File: src/rtl/divider_pkg.sv
// Shared definitions for the execute-stage divider: bus widths, handshake levels,
// FSM state encodings and two's-complement helpers.
package divider_pkg;

    localparam int REG_BUS    = 32;
    localparam int DOUBLE_BUS = 64;

    localparam logic RST_ENABLE = 1'b1;
    localparam logic [REG_BUS-1:0] ZERO_WORD = 32'h0000_0000;

    localparam logic DIV_START            = 1'b1;
    localparam logic DIV_STOP             = 1'b0;
    localparam logic DIV_RESULT_READY     = 1'b1;
    localparam logic DIV_RESULT_NOT_READY = 1'b0;

    localparam logic [5:0] DIV_ITERS = 6'd32;

    typedef enum logic [1:0] {
        DIV_FREE    = 2'b00,
        DIV_BY_ZERO = 2'b01,
        DIV_ON      = 2'b10,
        DIV_END     = 2'b11
    } div_state_e;

    function automatic logic [REG_BUS-1:0] twos_negate(input logic [REG_BUS-1:0] value);
        return ~value + 32'd1;
    endfunction

    // Absolute value only when the operand is interpreted as signed.
    function automatic logic [REG_BUS-1:0] magnitude(input logic [REG_BUS-1:0] value,
                                                     input logic               is_signed);
        logic [REG_BUS-1:0] mag;
        if (is_signed && value[REG_BUS-1]) begin
            mag = twos_negate(value);
        end else begin
            mag = value;
        end
        return mag;
    endfunction

endpackage

File: src/rtl/divider.sv
// Multi-cycle 32-bit restoring divider for DIV/DIVU; result_o = {remainder, quotient}.
// Optional macro DIV_ZERO_DETECT_EN enables the two-cycle divide-by-zero short path.
module divider
    import divider_pkg::*;
(
    input  logic                  clk,
    input  logic                  rst,
    input  logic                  signed_div_i,
    input  logic [REG_BUS-1:0]    opdata1_i,
    input  logic [REG_BUS-1:0]    opdata2_i,
    input  logic                  start_i,
    input  logic                  annul_i,
    output logic [DOUBLE_BUS-1:0] result_o,
    output logic                  ready_o
);

    div_state_e            state_r,          state_nxt_s;
    logic [5:0]            cnt_r,            cnt_nxt_s;
    logic [64:0]           work_r,           work_nxt_s;
    logic [REG_BUS-1:0]    divisor_r,        divisor_nxt_s;
    logic                  neg_dividend_r,   neg_dividend_nxt_s;
    logic                  neg_divisor_r,    neg_divisor_nxt_s;
    logic [DOUBLE_BUS-1:0] result_nxt_s;
    logic                  ready_nxt_s;

    logic [32:0]           cand_s;
    logic                  ge_s;
    logic [REG_BUS-1:0]    diff_s;
    logic [64:0]           step_s;
    logic [REG_BUS-1:0]    quot_fix_s;
    logic [REG_BUS-1:0]    rem_fix_s;

    // One restoring iteration; the partial remainder candidate keeps its 33rd bit so
    // divisors above 2^31 compare correctly.
    always_comb begin
        cand_s = work_r[64:32];
        ge_s   = (cand_s >= {1'b0, divisor_r});
        diff_s = cand_s[31:0] - divisor_r;
        if (ge_s) begin
            step_s = {diff_s, work_r[31:0], 1'b1};
        end else begin
            step_s = {work_r[63:0], 1'b0};
        end
    end

    // Sign fix-up applied to the magnitude result once all iterations are done.
    always_comb begin
        if (neg_dividend_r ^ neg_divisor_r) begin
            quot_fix_s = twos_negate(work_r[31:0]);
        end else begin
            quot_fix_s = work_r[31:0];
        end
        if (neg_dividend_r) begin
            rem_fix_s = twos_negate(work_r[64:33]);
        end else begin
            rem_fix_s = work_r[64:33];
        end
    end

    // Next-state and next-output logic for the divider FSM.
    always_comb begin
        state_nxt_s        = state_r;
        cnt_nxt_s          = cnt_r;
        work_nxt_s         = work_r;
        divisor_nxt_s      = divisor_r;
        neg_dividend_nxt_s = neg_dividend_r;
        neg_divisor_nxt_s  = neg_divisor_r;
        result_nxt_s       = result_o;
        ready_nxt_s        = ready_o;

        case (state_r)
            DIV_FREE: begin
                if ((start_i == DIV_START) && !annul_i) begin
                    neg_dividend_nxt_s = signed_div_i & opdata1_i[REG_BUS-1];
                    neg_divisor_nxt_s  = signed_div_i & opdata2_i[REG_BUS-1];
                    divisor_nxt_s      = magnitude(opdata2_i, signed_div_i);
                    work_nxt_s         = {32'h0000_0000, magnitude(opdata1_i, signed_div_i), 1'b0};
                    cnt_nxt_s          = 6'd0;
`ifdef DIV_ZERO_DETECT_EN
                    if (opdata2_i == ZERO_WORD) begin
                        state_nxt_s = DIV_BY_ZERO;
                    end else begin
                        state_nxt_s = DIV_ON;
                    end
`else
                    state_nxt_s = DIV_ON;
`endif
                end else begin
                    state_nxt_s = DIV_FREE;
                end
            end

            DIV_BY_ZERO: begin
`ifdef DIV_ZERO_DETECT_EN
                work_nxt_s   = 65'd0;
                result_nxt_s = {ZERO_WORD, ZERO_WORD};
                ready_nxt_s  = DIV_RESULT_READY;
                state_nxt_s  = DIV_END;
`else
                // Reserved encoding without zero detection: recover to idle.
                work_nxt_s   = 65'd0;
                result_nxt_s = {ZERO_WORD, ZERO_WORD};
                ready_nxt_s  = DIV_RESULT_NOT_READY;
                state_nxt_s  = DIV_FREE;
`endif
            end

            DIV_ON: begin
                if (annul_i || (start_i == DIV_STOP)) begin
                    state_nxt_s = DIV_FREE;
                    cnt_nxt_s   = 6'd0;
                    work_nxt_s  = 65'd0;
                end else if (cnt_r < DIV_ITERS) begin
                    work_nxt_s = step_s;
                    cnt_nxt_s  = cnt_r + 6'd1;
                end else begin
                    result_nxt_s = {rem_fix_s, quot_fix_s};
                    ready_nxt_s  = DIV_RESULT_READY;
                    cnt_nxt_s    = 6'd0;
                    state_nxt_s  = DIV_END;
                end
            end

            DIV_END: begin
                // annul_i is deliberately ignored: only dropping start_i releases the result.
                if (start_i == DIV_STOP) begin
                    state_nxt_s  = DIV_FREE;
                    result_nxt_s = {ZERO_WORD, ZERO_WORD};
                    ready_nxt_s  = DIV_RESULT_NOT_READY;
                end else begin
                    state_nxt_s = DIV_END;
                end
            end

            default: begin
                state_nxt_s  = DIV_FREE;
                cnt_nxt_s    = 6'd0;
                work_nxt_s   = 65'd0;
                result_nxt_s = {ZERO_WORD, ZERO_WORD};
                ready_nxt_s  = DIV_RESULT_NOT_READY;
            end
        endcase
    end

    // State and registered-output update with synchronous reset.
    always_ff @(posedge clk) begin
        if (rst == RST_ENABLE) begin
            state_r        <= DIV_FREE;
            cnt_r          <= 6'd0;
            work_r         <= 65'd0;
            divisor_r      <= ZERO_WORD;
            neg_dividend_r <= 1'b0;
            neg_divisor_r  <= 1'b0;
            result_o       <= {ZERO_WORD, ZERO_WORD};
            ready_o        <= DIV_RESULT_NOT_READY;
        end else begin
            state_r        <= state_nxt_s;
            cnt_r          <= cnt_nxt_s;
            work_r         <= work_nxt_s;
            divisor_r      <= divisor_nxt_s;
            neg_dividend_r <= neg_dividend_nxt_s;
            neg_divisor_r  <= neg_divisor_nxt_s;
            result_o       <= result_nxt_s;
            ready_o        <= ready_nxt_s;
        end
    end

endmodule

File: config.mk
export PLATFORM = sky130hd
export DESIGN_NAME = divider
export DESIGN_NICKNAME = d
export VERILOG_FILES = /design/src/rtl/divider_pkg.sv /design/src/rtl/divider.sv
export SDC_FILE = /design/constraint.sdc
export NUM_CORES = 1
export LEC_CHECK = 0
export ABC_CLOCK_PERIOD_IN_PS = 4510
export BUFFER_PORTS_ARGS = -buffer_cell sky130_fd_sc_hd__buf_2
export CELL_PAD_IN_SITES_DETAIL_PLACEMENT = 0
export CELL_PAD_IN_SITES_GLOBAL_PLACEMENT = 1
export CORE_UTILIZATION = 34
export CTS_CLUSTER_DIAMETER = 60
export CTS_CLUSTER_SIZE = 10
export DETAILED_ROUTE_END_ITERATION = 16
export GPL_TIMING_DRIVEN = 1
export PLACE_DENSITY = 0.72
export SLEW_MARGIN = 20
export SYNTH_ARGS = -nofsm -noshare
export SYNTH_HDL_FRONTEND = slang
export SYNTH_SLANG_ARGS = --single-unit
File: constraint.sdc
create_clock -name clk -period 4.51 [get_ports clk]
set_input_delay 0.451 -clock clk [delete_from_list [all_inputs] [get_ports clk]]
set_output_delay 0.451 -clock clk [all_outputs]
set_load 0.05 [all_outputs]
# After elaboration in Yosys (flattened, before gate mapping)
# Index checks and enable logic that the tools add are counted.
# op_classes
n_reduce_logical	13
n_lt_le_gt_ge	2
n_eq_ne	9
addsub	6
mux	26
bitwise	8
# ops
op	n
65-bit 2-to-1 mux	4
65-bit one-hot mux with 3 select lines	1
64-bit 2-to-1 mux	3
64-bit one-hot mux with 3 select lines	1
32-bit by 1-bit adder with 32-bit output (second input constant)	4
32-bit 2-to-1 mux	4
32-bit NOT	4
33-bit by 32-bit greater-or-equal comparator with 1-bit output	1
32-bit subtractor	1
6-bit 2-to-1 mux	3
6-bit one-hot mux with 2 select lines	1
2-bit 2-to-1 mux	4
2-bit inequality test (second input constant)	4
2-bit one-hot mux with 4 select lines	1
6-bit by 1-bit adder with 6-bit output (second input constant)	1
6-bit < comparator (second input constant)	1
3-bit inequality test (second input constant)	2
3-bit nonzero test	2
2-bit == test (second input constant)	2
2-bit AND reduction	2
4-bit AND reduction	1
1-bit logical AND	3
1-bit 2-to-1 mux	3
1-bit one-hot mux with 3 select lines	1
other kinds (9)	10
# totals
out_inout_bits	65
inputBits	69
ff_bits	172
wordCells	72

# Longest topological paths before layout
# Gate-level depths: netlist (run 1).
# logic_depth
word_depth	6
mapped_depth	14
depth_no_buf	13

# Least setup slack after synthesis (run 1)
# Ideal clock, no wire load.
# synth_path
path_kind	flip-flop to flip-flop
start	register work_r[50]
end	register work_r[42]
arrival_ns	2.704
setup_slack_ns	1.677
required_time_ns	4.382
path_buffers	3
path_stages_with_launch	12
setup_time_ns	0.128
synth_period_minus_slack_ns	2.833
path_cell_list	dfxtp_1 -> ha_1 -> clkbuf_1 -> nand2_1 -> or4_1 -> a21oi_1 -> a21boi_0 -> o21bai_1 -> clkbuf_1 -> buf_2 -> mux2i_1 -> o21ai_0
# synth_via
elab_chain_cells	5
# synth_rtl
element	line_no	rtl
start, declared	divider.sv:19	logic [64:0] work_r, work_nxt_s;
start signal, assigned	divider.sv:159	work_r <= work_nxt_s;
33-bit by 32-bit greater-or-equal comparator with 1-bit output	divider.sv:37	ge_s = (cand_s >= {1'b0, divisor_r});
65-bit 2-to-1 mux	divider.sv:39	if (ge_s) begin
65-bit 2-to-1 mux	divider.sv:113	end else if (cnt_r < DIV_ITERS) begin
65-bit 2-to-1 mux	divider.sv:109	if (annul_i || (start_i == DIV_STOP)) begin
65-bit one-hot mux with 3 select lines	divider.sv:71	case (state_r)
# Every way passes these cells. The select of a mux whose other input is x is not followed.
# A chain may end at the register's enable or synchronous reset.

# Worst setup path after layout (run 1)
# layout_path
start	register work_r[33]
end	register work_r[51]
# layout_via
elab_chain_cells	5
word_cells_on_any_way	6
classes_between	add/sub: 1; order compare: 1; mux: 4
# layout_rtl
element	line_no
32-bit subtractor or 33-bit by 32-bit greater-or-equal comparator with 1-bit output (tied branches)	divider.sv:38, divider.sv:37
65-bit 2-to-1 mux (*)	divider.sv:39
65-bit 2-to-1 mux (*)	divider.sv:113
65-bit 2-to-1 mux (*)	divider.sv:109
65-bit one-hot mux with 3 select lines (*)	divider.sv:71
# Mark *: on every way between the ends. The rest lies on a longest branch, timed or not. The select of a mux whose other input is x is not followed.

==> metrics.log, run 1 <==
INFO  metric remaining_drc_errors = 0
INFO  metric worstPathArrival = 4.14 ns
INFO  metric num_vias = 10,200
INFO  metric finalNetCount = 1,591
INFO  metric worstReg2RegEnd = work_r[51]
INFO  metric grt_setup_unrepaired = no
INFO  metric floorplan.core_area = about 31,000 um2
INFO  metric antenna_cells_inserted = 0
INFO  metric fin_skew = 0.0114 ns
INFO  metric critical_path.top_delay_family = compound AO/OA/AOI/OAI gates
INFO  metric critPathCaptureType = register
INFO  metric timing.critical_path.required = 4.87 ns
INFO  metric setup.worst_path.end = work_r[51]
INFO  metric timing.critical_path.fanout_max = 28
INFO  metric dp.final_hpwl = 26,100 um
INFO  metric finalPower = roughly 3.7 mW
INFO  metric drt_pass1_iterations = 5
INFO  metric layout.cells.most_common_list = sky130_fd_sc_hd__dfxtp_1, sky130_fd_sc_hd__nor2_1, sky130_fd_sc_hd__nand2_1
INFO  metric boundary_pins = 134
INFO  metric number_of_synthesized_flops_with_an_enable_pin = 0
INFO  metric initial_core_util = 0.349
INFO  metric synth_cells = approximately 1,400
INFO  metric mappedNetlistNets = 1,505
INFO  metric layout-drive-gt1-share = 0.135
INFO  metric critical_path_buffer_and_inverter_count = 1
INFO  metric grt_pass1_wl = 53,000 um
INFO  metric cts-buffers-inserted = 17
INFO  metric route.detailed.vias_per_inst = 5.37
INFO  metric detailed_router_s_first_iteration_violation_count = between 600 and 700
INFO  metric timing_max_transition_violations_final = 0
INFO  metric critical_path_depth = 11
INFO  metric power.internal = around 2.5 mW
INFO  metric synth_seq_cells = 172
INFO  metric cts-hold-fix-buffers = 0
INFO  metric grt_remaining_overflow = 0
INFO  metric worstSetupStartpointType = register
INFO  metric worst_setup_hold_path_clk_slew = around 0.080 ns
INFO  metric worstReg2RegStart = work_r[33]
INFO  metric p_leak = 5.02 nW
INFO  metric die_area = around 32,000 um2
INFO  metric cts_max_level = 4
INFO  metric timing.hold.worst.class = in2reg
INFO  metric power_frac_comb = 0.164
INFO  metric synth.yosys.seq_area_share = 0.319
INFO  metric outcome = complete, no violations
INFO  metric tightestPinTransition = 1.13 ns
INFO  metric powerDensity = 299 nW/um2
INFO  metric insertion_delay = roughly 0.44 ns
INFO  metric drtAntennaViolNets = 0
INFO  metric synthToLayoutAreaGrowth = 15.1%
INFO  metric seqPwrFrac = 0.435
INFO  metric maxCapViolCount = 0
INFO  metric tot_gr_track_use = 0.206
INFO  metric period_needed = 3.78 ns
INFO  metric placement.io_buffers = 133
INFO  metric worstSetupStartpoint = work_r[33]
INFO  metric std_cell_rows = 64
INFO  metric r2r.worst_path.cells = 11
INFO  metric cts.repair_timing.setup_buffer_count = 0
INFO  metric post_synth_num_cell_types = 60
INFO  metric critPathMaxStageDelay = slightly above 0.5 ns
INFO  metric mappedNetlistArea = around 11,000 um2
INFO  metric critical-path-slowest-cell = sky130_fd_sc_hd__nor3_1
INFO  metric synth_ff_type = sky130_fd_sc_hd__dfxtp_1
INFO  metric drt_wl_total = roughly 34,000 um
INFO  metric reg2reg_setup_slack = 0.73 ns
INFO  metric mostFrequentLayoutCell = sky130_fd_sc_hd__dfxtp_1
INFO  metric grt_antenna_before_repair = 0
INFO  metric finalWeightedCongestion = 0.880
INFO  metric die-height = about 180 um
INFO  metric post_drt_wl_per_cell = 17.8 um
INFO  metric swShare = 0.314
INFO  metric synth.yosys.warnings = 0
INFO  metric vdd_ir_drop_max = 0.262 mV
INFO  metric final_sum_of_negative_setup_slack = 0 ns
INFO  metric die-width = 180 um
INFO  metric syn_area_per_cell = 7.73 um2
INFO  metric crit_path_cell_trace = ha_1 -> nor2b_1 -> o2111ai_1 -> a21oi_1 -> nor3_1 -> a21oi_1 -> a21boi_0 -> o21bai_4 -> buf_4 -> mux2i_1 -> o21ai_0
INFO  metric grt_pass1_vias = about 9,400
INFO  metric relSlewSlack = 0.245
INFO  metric tritoncts = done
INFO  metric report.final.hold_viol_count = 0
INFO  metric path_common_cell = sky130_fd_sc_hd__a21oi_1
INFO  metric cts_root_buf = sky130_fd_sc_hd__clkbuf_16
INFO  metric post_cts.resized_instances = 0
INFO  metric clock-sinks = 172
INFO  metric max_freq = 265 MHz
INFO  metric cts_max_path_buffers = 2
INFO  metric switchingPower = 1.16 mW
INFO  metric grt_start_max_net_pins = 83
INFO  metric clock_power_share = 0.401
INFO  metric synthArstFlopShare = 0
INFO  metric post-route-period-util = 0.838
INFO  metric timing.final.setup_violations = 0
INFO  metric class_of_the_most_critical_setup_path = reg2reg
[cells in the mapped netlist (all sizes together) (3+ instances only)]
| library cell | number | share of area |
|---|---|---|
| o21ai | 139 | 0.065 |
| a221oi | 7 | 0.0057 |
| a22oi | 40 | 0.028 |
| xor2 | 61 | 0.050 |
| nor2 | 163 | 0.057 |
| a31o | 3 | 0.0024 |
| or4 | 14 | 0.010 |
| o31ai | 31 | 0.023 |
| inv | 58 | 0.020 |
| a211oi | 34 | 0.024 |
| a21oi | 98 | 0.046 |
| and3 | 5 | 0.0029 |
| nand4b | 3 | 0.0024 |
| or2 | 4 | 0.0023 |
| nand2b | 7 | 0.0048 |
| clkbuf | 69 | 0.024 |
| a31oi | 9 | 0.0052 |
| nor2b | 6 | 0.0035 |
| o21a | 4 | 0.0028 |
| mux2i | 31 | 0.029 |
| nand2 | 137 | 0.048 |
| nor4 | 15 | 0.0093 |
| nor3 | 23 | 0.011 |
| ha | 41 | 0.048 |
| a21o | 19 | 0.013 |
| o41ai | 13 | 0.011 |
| a21boi | 4 | 0.0028 |
| o21bai | 3 | 0.0021 |
| o2111ai | 3 | 0.0024 |
| and2 | 7 | 0.0041 |
| a311oi | 6 | 0.0049 |
| dfxtp | 172 | 0.32 |
| xnor2 | 84 | 0.068 |
| nand4 | 4 | 0.0023 |
| nand3 | 27 | 0.013 |
| buf | 11 | 0.0058 |
| or3 | 21 | 0.012 |
[flip-flops by register name (all words and copies together), names as in the netlist]
signal	flops
cnt_r	6
divisor_r	32
neg_dividend_r	1
neg_divisor_r	1
ready_o	1
result_o	64
state_r	2
work_r	65
[metrics by stage]
stage	area, um2	setup WS [ns]	hold WS, ns	util	cells
2_1_floorplan	10800	1.68	0.432	-	1394
5_1_grt	12400	0.351	0.293	0.401	1889
4_1_cts	12400	0.782	0.283	0.401	1889
3_5_place_dp	11800	0.821	0.442	0.381	1857
3_3_place_gp	11800	0.855	0.431	0.380	1856
6_report	12400	0.731	0.300	0.401	1889
[power groups by stage]
| stage | combinational (mW) | clock [mW] | sequential, mW |
|---|---|---|---|
| after floorplan | 0.428 | 0 | 1.62 |
| after global placement | 0.602 | 0 | 1.65 |
| after detailed placement | 0.604 | 0 | 1.65 |
| after CTS | 0.606 | 1.52 | 1.61 |
| after global routing | 0.675 | 1.60 | 1.62 |
| final | 0.608 | 1.49 | 1.61 |
[per-layer routing]
| metal | global-route usage | vias up | share of wire |
|---|---|---|---|
| met5 | 0 | - | 0 |
| met4 | 0.0619 | 0 | 0.021 |
| met3 | 0.0301 | 31 | 0.039 |
| met2 | 0.317 | 218 | 0.44 |
| met1 | 0.296 | 4764 | 0.50 |
| li1 | - | 5140 | - |
[final cells by class]
type	instances	area [um2]
clock buffers	17	425
clock inverters	15	175
fillers	3228	18500
inverters	58	218
multi-input cells	1084	6850
flip-flops and latches	172	3440
well taps	396	495
repair buffers	147	793
[worst min path at each step]
stage               slack (ns)  cells after the start     startpoint            end
finish                    0.30                      3   opdata2_i[0]   divisor_r[0]
global route              0.29                      3   opdata2_i[0]   divisor_r[0]
CTS                       0.28                      3   opdata2_i[0]   divisor_r[0]
detailed placement        0.44                      2   result_o[29]   result_o[29]
global placement          0.43                      2   result_o[26]   result_o[26]
floorplan                 0.43                      2  divisor_r[11]  divisor_r[11]
[worst reg2reg max path: stages (launching register included)]
cell                        delay, ns
sky130_fd_sc_hd__dfxtp_1         0.50
sky130_fd_sc_hd__ha_1            0.31
sky130_fd_sc_hd__nor2b_1         0.16
sky130_fd_sc_hd__o2111ai_1       0.33
sky130_fd_sc_hd__a21oi_1         0.16
sky130_fd_sc_hd__nor3_1          0.51
sky130_fd_sc_hd__a21oi_1         0.18
sky130_fd_sc_hd__a21boi_0        0.50
sky130_fd_sc_hd__o21bai_4        0.44
sky130_fd_sc_hd__buf_4           0.33
sky130_fd_sc_hd__mux2i_1         0.12
sky130_fd_sc_hd__o21ai_0         0.17
[cells by family (layout without fill, tap and decap cells)]
kind of cell / after synthesis / in the layout / synth area share
mux: 31 / 31 / 0.0288
simple gates: 439 / 439 / 0.185
buf+inv: 138 / 237 / 0.0501
compound gates: 427 / 427 / 0.250
xor+xnor: 145 / 145 / 0.118
flops: 172 / 172 / 0.319
fa+ha+maj: 42 / 42 / 0.0495
Note: power is estimated with default switching activity, not from simulation.
==> inputs of run 2 (changes only) <==
--- a/config.mk
+++ b/config.mk
@@ -5,7 +5,7 @@
 export SDC_FILE = /design/constraint.sdc
 export NUM_CORES = 1
 export LEC_CHECK = 0
-export ABC_CLOCK_PERIOD_IN_PS = 4510
+export ABC_CLOCK_PERIOD_IN_PS = 3590
 export BUFFER_PORTS_ARGS = -buffer_cell sky130_fd_sc_hd__buf_2
 export CELL_PAD_IN_SITES_DETAIL_PLACEMENT = 0
 export CELL_PAD_IN_SITES_GLOBAL_PLACEMENT = 1
==> constraint.sdc (replaced) <==
create_clock -name clk -period 3.59 [get_ports clk]
set_input_delay 0.359 -clock clk [delete_from_list [all_inputs] [get_ports clk]]
set_output_delay 0.359 -clock clk [all_outputs]
set_load 0.05 [all_outputs]
==> run 2 against run 1 <==
Compared with the run above: fmax increased by 18%; register-to-register slack got worse by 0.34 ns; worst hold slack got worse by 0.12 ns; utilization up 0.34 points; clock skew is 0.0032 ns higher; largest cell class unchanged.
==> metrics.log, run 2 (synthesis results as in run 1) <==
INFO  metric outcome = complete, no violations
INFO  metric layout.cells.most_common_list = sky130_fd_sc_hd__dfxtp_1, sky130_fd_sc_hd__nor2_1, sky130_fd_sc_hd__nand2_1
INFO  metric grt_pass1_vias = a little over 9,000
INFO  metric timing.hold.worst.start = opdata2_i[0]
INFO  metric cts_root_buf = sky130_fd_sc_hd__clkbuf_16
INFO  metric vdd_ir_drop_max = 0.324 mV
INFO  metric grt_start_max_net_pins = 63
INFO  metric fin_util = 0.405
INFO  metric fin_skew = 0.0146 ns
INFO  metric met2RoutedLength = 14,600 um
INFO  metric routedLengthMet1 = approximately 16,000 um
INFO  metric die-height = 180 um
INFO  metric top_layer_used = met4
INFO  metric hold-path-cell-count = 3
INFO  metric drt_pass1_iterations = 5
INFO  metric dp.final_hpwl = around 25,000 um
INFO  metric placement.io_buffers = 133
INFO  metric finalPower = 4.66 mW
INFO  metric grt_remaining_overflow = 0
INFO  metric timing.final.setup_violations = 0
INFO  metric largest_registers_in_the_final_layout = work_r: 65 flops, result_o: 64 flops, divisor_r: 32 flops
INFO  metric critical_path.top_delay_family = compound AO/OA/AOI/OAI gates
INFO  metric tot_gr_track_use = 0.203
INFO  metric cts_max_level = 4
INFO  metric layout-drive-gt1-share = 0.144
INFO  metric max_freq = 312 MHz
INFO  metric hold_end = divisor_r[0]
INFO  metric regArea = approximately 3400 um2
INFO  metric worstReg2RegStart = work_r[50]
INFO  metric cts-buffers-inserted = 17
INFO  metric finalWeightedCongestion = slightly below 0.9
INFO  metric timing_max_transition_violations_final = 0
INFO  metric die-width = 180 um
INFO  metric finalNetCount = 1,610
INFO  metric largest_reg_flops = between 60 and 70
INFO  metric die_area = 32,400 um2
INFO  metric path_common_cell = sky130_fd_sc_hd__buf_4
INFO  metric critPathMaxStageDelay = 0.52 ns
INFO  metric drtAntennaViolNets = 0
INFO  metric grt_setup_unrepaired = no
INFO  metric synthToLayoutAreaGrowth = 16.1%
INFO  metric floorplan.core_area = around 30,000 um2
INFO  metric drt_wl_total = 32,900 um
INFO  metric mostFrequentLayoutCell = sky130_fd_sc_hd__dfxtp_1
INFO  metric cts_max_path_buffers = 2
INFO  metric powerDensity = 373 nW/um2
INFO  metric report.final.hold_viol_count = 0
INFO  metric maxCapViolCount = 0
INFO  metric num_vias = about 10,000
INFO  metric n_fill_cell = 3,245
INFO  metric critPathCaptureType = register
INFO  metric critical-path-slowest-cell = sky130_fd_sc_hd__dfxtp_1
INFO  metric critical_path_buffer_and_inverter_count = 3
INFO  metric multi_input_comb_area = 6840 um2
INFO  metric remaining_drc_errors = 0
INFO  metric worstReg2RegEnd = work_r[0]
INFO  metric clock-sinks = 172
INFO  metric insertion_delay = 0.45 ns
INFO  metric grt_antenna_before_repair = 0
INFO  metric worstSetupStartpointType = register
INFO  metric r2r.worst_path.cells = 13
INFO  metric boundary_pins = 134
INFO  metric crit_path_cell_trace = ha_1 -> a211oi_1 -> o21ai_0 -> a21boi_0 -> o21bai_1 -> a221oi_1 -> a21boi_0 -> buf_4 -> o21bai_4 -> buf_4 -> buf_4 -> a32oi_1 -> nor2_1
INFO  metric reg2reg_setup_slack = 0.39 ns
INFO  metric wl_met3 = 1560 um
INFO  metric relSlewSlack = 0.248
INFO  metric p_leak = 5.10 nW
INFO  metric std_cell_rows = between 60 and 70
INFO  metric post_drt_wl_per_cell = 17.3 um
INFO  metric timing.hold.worst.class = in2reg
INFO  metric grt_pass1_wl = 52,200 um
INFO  metric final_sum_of_negative_setup_slack = 0 ns
INFO  metric antenna_cells_inserted = 0
INFO  metric tritoncts = done
INFO  metric largest_register = work_r
INFO  metric initial_core_util = 0.349
INFO  metric route.detailed.vias_per_inst = 5.31
INFO  metric timing.critical_path.fanout_max = 11
INFO  metric detailed_router_s_first_iteration_violation_count = 685
INFO  metric worstPathArrival = 3.51 ns
INFO  metric post-route-period-util = 0.892
INFO  metric tightestPinTransition = ~1.1 ns
INFO  metric period_needed = 3.20 ns
INFO  metric class_of_the_most_critical_setup_path = reg2reg
INFO  metric timing.critical_path.required = 3.90 ns
INFO  metric worst_setup_hold_path_clk_slew = 0.07 ns
-- run 2: cell count changes in the layout (fill, tap and decap cells not counted), sizes merged --
cell	change
buf	+19
bufinv	+1
clkinv	-3
clkinvlp	+1
clkbuf	+1
-- run 2: how the worst max path moves through the flow --
stage                            end        from  depth (start not counted)
after floorplan           work_r[42]  work_r[50]                         11
after global placement    work_r[49]  work_r[48]                         12
after detailed placement  work_r[44]  work_r[48]                         12
after CTS                 work_r[44]  work_r[48]                         12
after global routing      work_r[61]  work_r[32]                         13
final                      work_r[0]  work_r[50]                         13
-- run 2: layout make-up --
class | count | share of cell area
clock buffers | 18 | 0.0343
clock inverters | 14 | 0.0126
inverters | 58 | 0.0174
multi-input cells | 1084 | 0.547
flip-flops and latches | 172 | 0.275
well taps | 396 | 0.0396
repair buffers | 166 | 0.0742
-- run 2: per-layer routing --
metal	vias up	global-route usage
met3	22	0.0301
met5	-	0
met4	0	0.0561
met2	227	0.316
met1	4697	0.289
li1	5178	-
-- run 2: power by group --
part           switching (mW)  leakage, nW  internal, mW
Combinational           0.465         3.42         0.301
Clock                   0.886        0.281         0.986
Sequential             0.0651         1.40          1.96
-- run 2: worst reg2reg max path: stages, from the launching register on --
cell and delay (ns):
sky130_fd_sc_hd__dfxtp_1 0.52, sky130_fd_sc_hd__ha_1 0.37, sky130_fd_sc_hd__a211oi_1 0.28, sky130_fd_sc_hd__o21ai_0 0.16, sky130_fd_sc_hd__a21boi_0 0.27, sky130_fd_sc_hd__o21bai_1 0.13, sky130_fd_sc_hd__a221oi_1 0.26, sky130_fd_sc_hd__a21boi_0 0.23
sky130_fd_sc_hd__buf_4 0.17, sky130_fd_sc_hd__o21bai_4 0.09, sky130_fd_sc_hd__buf_4 0.21, sky130_fd_sc_hd__buf_4 0.15, sky130_fd_sc_hd__a32oi_1 0.18, sky130_fd_sc_hd__nor2_1 0.05
-- run 2: what timing repair did --
action | 4_1_cts | 5_1_grt
setup buffers | 0 | 2
hold buffers | 0 | 0
setup endpoints to repair | 0 | 3
resized for setup | 0 | 0
-- run 2: stage by stage --
| stage | hold slack, ns | area (um2) | instances | worst slack [ns] |
|---|---|---|---|---|
| 2_1_floorplan | 0.432 | 10800 | 1394 | 0.757 |
| 6_report | 0.179 | 12500 | 1908 | 0.389 |
| 3_3_place_gp | 0.431 | 11900 | 1874 | 0.345 |
| 3_5_place_dp | 0.439 | 11900 | 1874 | 0.295 |
| 5_1_grt | 0.186 | 12500 | 1908 | 0.205 |
| 4_1_cts | 0.158 | 12500 | 1906 | 0.273 |
==> inputs of run 3 (changes only) <==
--- a/config.mk
+++ b/config.mk
@@ -7,14 +7,12 @@
 export LEC_CHECK = 0
 export ABC_CLOCK_PERIOD_IN_PS = 3590
 export BUFFER_PORTS_ARGS = -buffer_cell sky130_fd_sc_hd__buf_2
-export CELL_PAD_IN_SITES_DETAIL_PLACEMENT = 0
-export CELL_PAD_IN_SITES_GLOBAL_PLACEMENT = 1
 export CORE_UTILIZATION = 34
 export CTS_CLUSTER_DIAMETER = 60
 export CTS_CLUSTER_SIZE = 10
 export DETAILED_ROUTE_END_ITERATION = 16
 export GPL_TIMING_DRIVEN = 1
-export PLACE_DENSITY = 0.72
+export PLACE_DENSITY = 0.57
 export SLEW_MARGIN = 20
 export SYNTH_ARGS = -nofsm -noshare
 export SYNTH_HDL_FRONTEND = slang
==> run 3 against run 2 <==
Compared with the run above: die area stayed put; flip-flop and latch count unchanged; wire length about the same; combinational power up 0.5%; cell count rose by 0.10%; utilization rose by 0.053 points; fmax fell by 1.3%; via count is 1.1% higher.
==> metrics.log, run 3 (synthesis results as in run 1) <==
INFO  metric regArea = 3440 um2
INFO  metric worst_setup_hold_path_clk_slew = ~0.080 ns
INFO  metric report.final.hold_viol_count = 0
INFO  metric remaining_drc_errors = 0
INFO  metric tot_gr_track_use = 0.202
INFO  metric n_fill_cell = 3,215
INFO  metric synthToLayoutAreaGrowth = 16.2%
INFO  metric floorplan.core_area = 30,900 um2
INFO  metric fin_skew = 0.0217 ns
INFO  metric finalWeightedCongestion = just over 0.9
INFO  metric insertion_delay = 0.45 ns
INFO  metric critical-path-slowest-cell = sky130_fd_sc_hd__dfxtp_1
INFO  metric timing.hold.worst.class = in2reg
INFO  metric crit_path_cell_trace = ha_1 -> a21oi_1 -> o21ai_0 -> and3_1 -> nor3_1 -> a21oi_1 -> a21boi_0 -> buf_4 -> o21bai_4 -> buf_4 -> buf_12 -> mux2i_1 -> a22o_1
INFO  metric p_leak = 5.11 nW
INFO  metric cts.repair_timing.setup_buffer_count = 0
INFO  metric post-route-period-util = 0.904
INFO  metric relSlewSlack = 0.460
INFO  metric drt_wl_total = 32,900 um
INFO  metric grt_pass1_wl = 52,400 um
INFO  metric post-place-cells = 1,871
INFO  metric num_vias = roughly 10,000
INFO  metric critPathCaptureType = register
INFO  metric cts-buffers-inserted = 17
INFO  metric max_freq = roughly 310 MHz
INFO  metric cts_max_path_buffers = 2
INFO  metric route.detailed.vias_per_inst = 5.36
INFO  metric detailed_router_s_first_iteration_violation_count = 651
INFO  metric largest_register = work_r
INFO  metric setup.worst_path.end = work_r[43]
INFO  metric grt_antenna_before_repair = 0
INFO  metric std_cell_rows = 64
INFO  metric grt_setup_unrepaired = no
INFO  metric cts-hold-fix-buffers = 0
INFO  metric layout.cells.most_common_list = sky130_fd_sc_hd__dfxtp_1, sky130_fd_sc_hd__nor2_1, sky130_fd_sc_hd__nand2_1
INFO  metric finalNetCount = 1,613
INFO  metric maxCapViolCount = 0
INFO  metric powerDensity = 372 nW/um2
INFO  metric die_area = 32,400 um2
INFO  metric initial_core_util = 0.349
INFO  metric final_sum_of_negative_setup_slack = 0 ns
INFO  metric worstSetupStartpointType = register
INFO  metric vdd_ir_drop_max = 0.317 mV
INFO  metric reg2reg_setup_slack = around 0.35 ns
INFO  metric multi_input_comb_area = 6840 um2
INFO  metric largest_registers_in_the_final_layout = work_r: 65 flops, result_o: 64 flops, divisor_r: 32 flops
INFO  metric worstPathArrival = 3.59 ns
INFO  metric dp.final_hpwl = between 20,000 and 30,000 um
INFO  metric timing.critical_path.fanout_max = 14
INFO  metric tritoncts = done
INFO  metric drtAntennaViolNets = 0
INFO  metric timing_max_transition_violations_final = 0
INFO  metric final_cell_count_no_fill = between 1,500 and 2,000
INFO  metric cts_root_buf = sky130_fd_sc_hd__clkbuf_16
INFO  metric timing.final.setup_violations = 0
INFO  metric worstSetupStartpoint = work_r[40]
INFO  metric grt_start_max_net_pins = 71
INFO  metric die-width = 180 um
INFO  metric clock-sinks = 172
INFO  metric layout-drive-gt1-share = 0.146
INFO  metric die-height = 180 um
INFO  metric worstReg2RegStart = work_r[40]
INFO  metric period_needed = around 3.2 ns
INFO  metric outcome = complete, no violations
INFO  metric worstReg2RegEnd = work_r[43]
INFO  metric largest_reg_flops = 65
INFO  metric drt_pass1_iterations = 5
INFO  metric post_drt_wl_per_cell = around 17 um
INFO  metric timing.critical_path.required = 3.94 ns
INFO  metric post_cts.resized_instances = 0
INFO  metric r2r.worst_path.cells = 13
INFO  metric placement.io_buffers = about 130
INFO  metric grt_pass1_vias = 9,269
INFO  metric antenna_cells_inserted = 0
INFO  metric critPathMaxStageDelay = 0.48 ns
INFO  metric boundary_pins = 134
INFO  metric tightestPinTransition = 0.810 ns
INFO  metric class_of_the_most_critical_setup_path = reg2reg
INFO  metric grt_remaining_overflow = 0
INFO  metric mostFrequentLayoutCell = sky130_fd_sc_hd__dfxtp_1
INFO  metric cts_max_level = 4
[run 3: cell types whose count changed in the layout (fill, tap and decap cells not counted)]
cell                        previous run  this run
sky130_fd_sc_hd__buf_4                33        36
sky130_fd_sc_hd__bufinv_16             1         0
sky130_fd_sc_hd__clkbuf_1              1         0
sky130_fd_sc_hd__clkinv_2              1         0
sky130_fd_sc_hd__clkinv_8              2         3
sky130_fd_sc_hd__inv_6                 4         2
sky130_fd_sc_hd__inv_8                 2         5
[run 3: power breakdown]
group          switching (mW)  total [mW]  internal [mW]
clock                   0.934        1.86          0.929
sequential             0.0614        2.02           1.96
combinational           0.466       0.770          0.304
[run 3: worst min-delay path by stage]
| stage | from | to | slack [ns] | cells past startpoint |
|---|---|---|---|---|
| 2_1_floorplan | divisor_r[11] | divisor_r[11] | 0.43 | 2 |
| 3_3_place_gp | result_o[29] | result_o[29] | 0.43 | 2 |
| 3_5_place_dp | result_o[29] | result_o[29] | 0.44 | 2 |
| 4_1_cts | opdata2_i[0] | divisor_r[0] | 0.16 | 3 |
| 5_1_grt | opdata2_i[0] | divisor_r[0] | 0.19 | 3 |
| 6_report | opdata2_i[0] | divisor_r[0] | 0.18 | 3 |
[run 3: worst max-delay path, delay by kind of cell (launching register included)]
family / cells / cell delay, ns
adders and majority gates: 1 / 0.35
muxes: 1 / 0.12
AOI/OAI and AO/OA: 6 / 1.03
and+or+nand+nor: 2 / 0.69
buffers and inverters: 3 / 0.47
DFF: 1 / 0.48
[run 3: layer usage]
metal	GRT usage	up-vias	wire length, um
met2	0.318	259	14800
met3	0.0364	20	1680
li1	-	5189	-
met1	0.285	4764	16000
met4	0.0462	0	374
met5	0	-	0
[run 3: stage by stage]
stage | setup WS, ns | utilization | total power [mW] | instance area [um2] | hold WS, ns
floorplan | 0.757 | - | 2.58 | 10800 | 0.432
global placement | 0.358 | 0.384 | 2.82 | 11900 | 0.430
detailed placement | 0.303 | 0.384 | 2.83 | 11900 | 0.437
CTS | 0.276 | 0.403 | 4.70 | 12500 | 0.156
global route | 0.110 | 0.405 | 4.88 | 12500 | 0.194
finish | 0.346 | 0.405 | 4.66 | 12500 | 0.180
[run 3: area by class of cell]
| type | instances | share of cell area |
|---|---|---|
| multi-input combinational | 1084 | 0.546 |
| sequential | 172 | 0.275 |
| timing repair buffer | 169 | 0.0759 |
| tap | 396 | 0.0396 |
| clock buffer | 17 | 0.0340 |
| inverter | 58 | 0.0174 |
| clock inverter | 14 | 0.0124 |
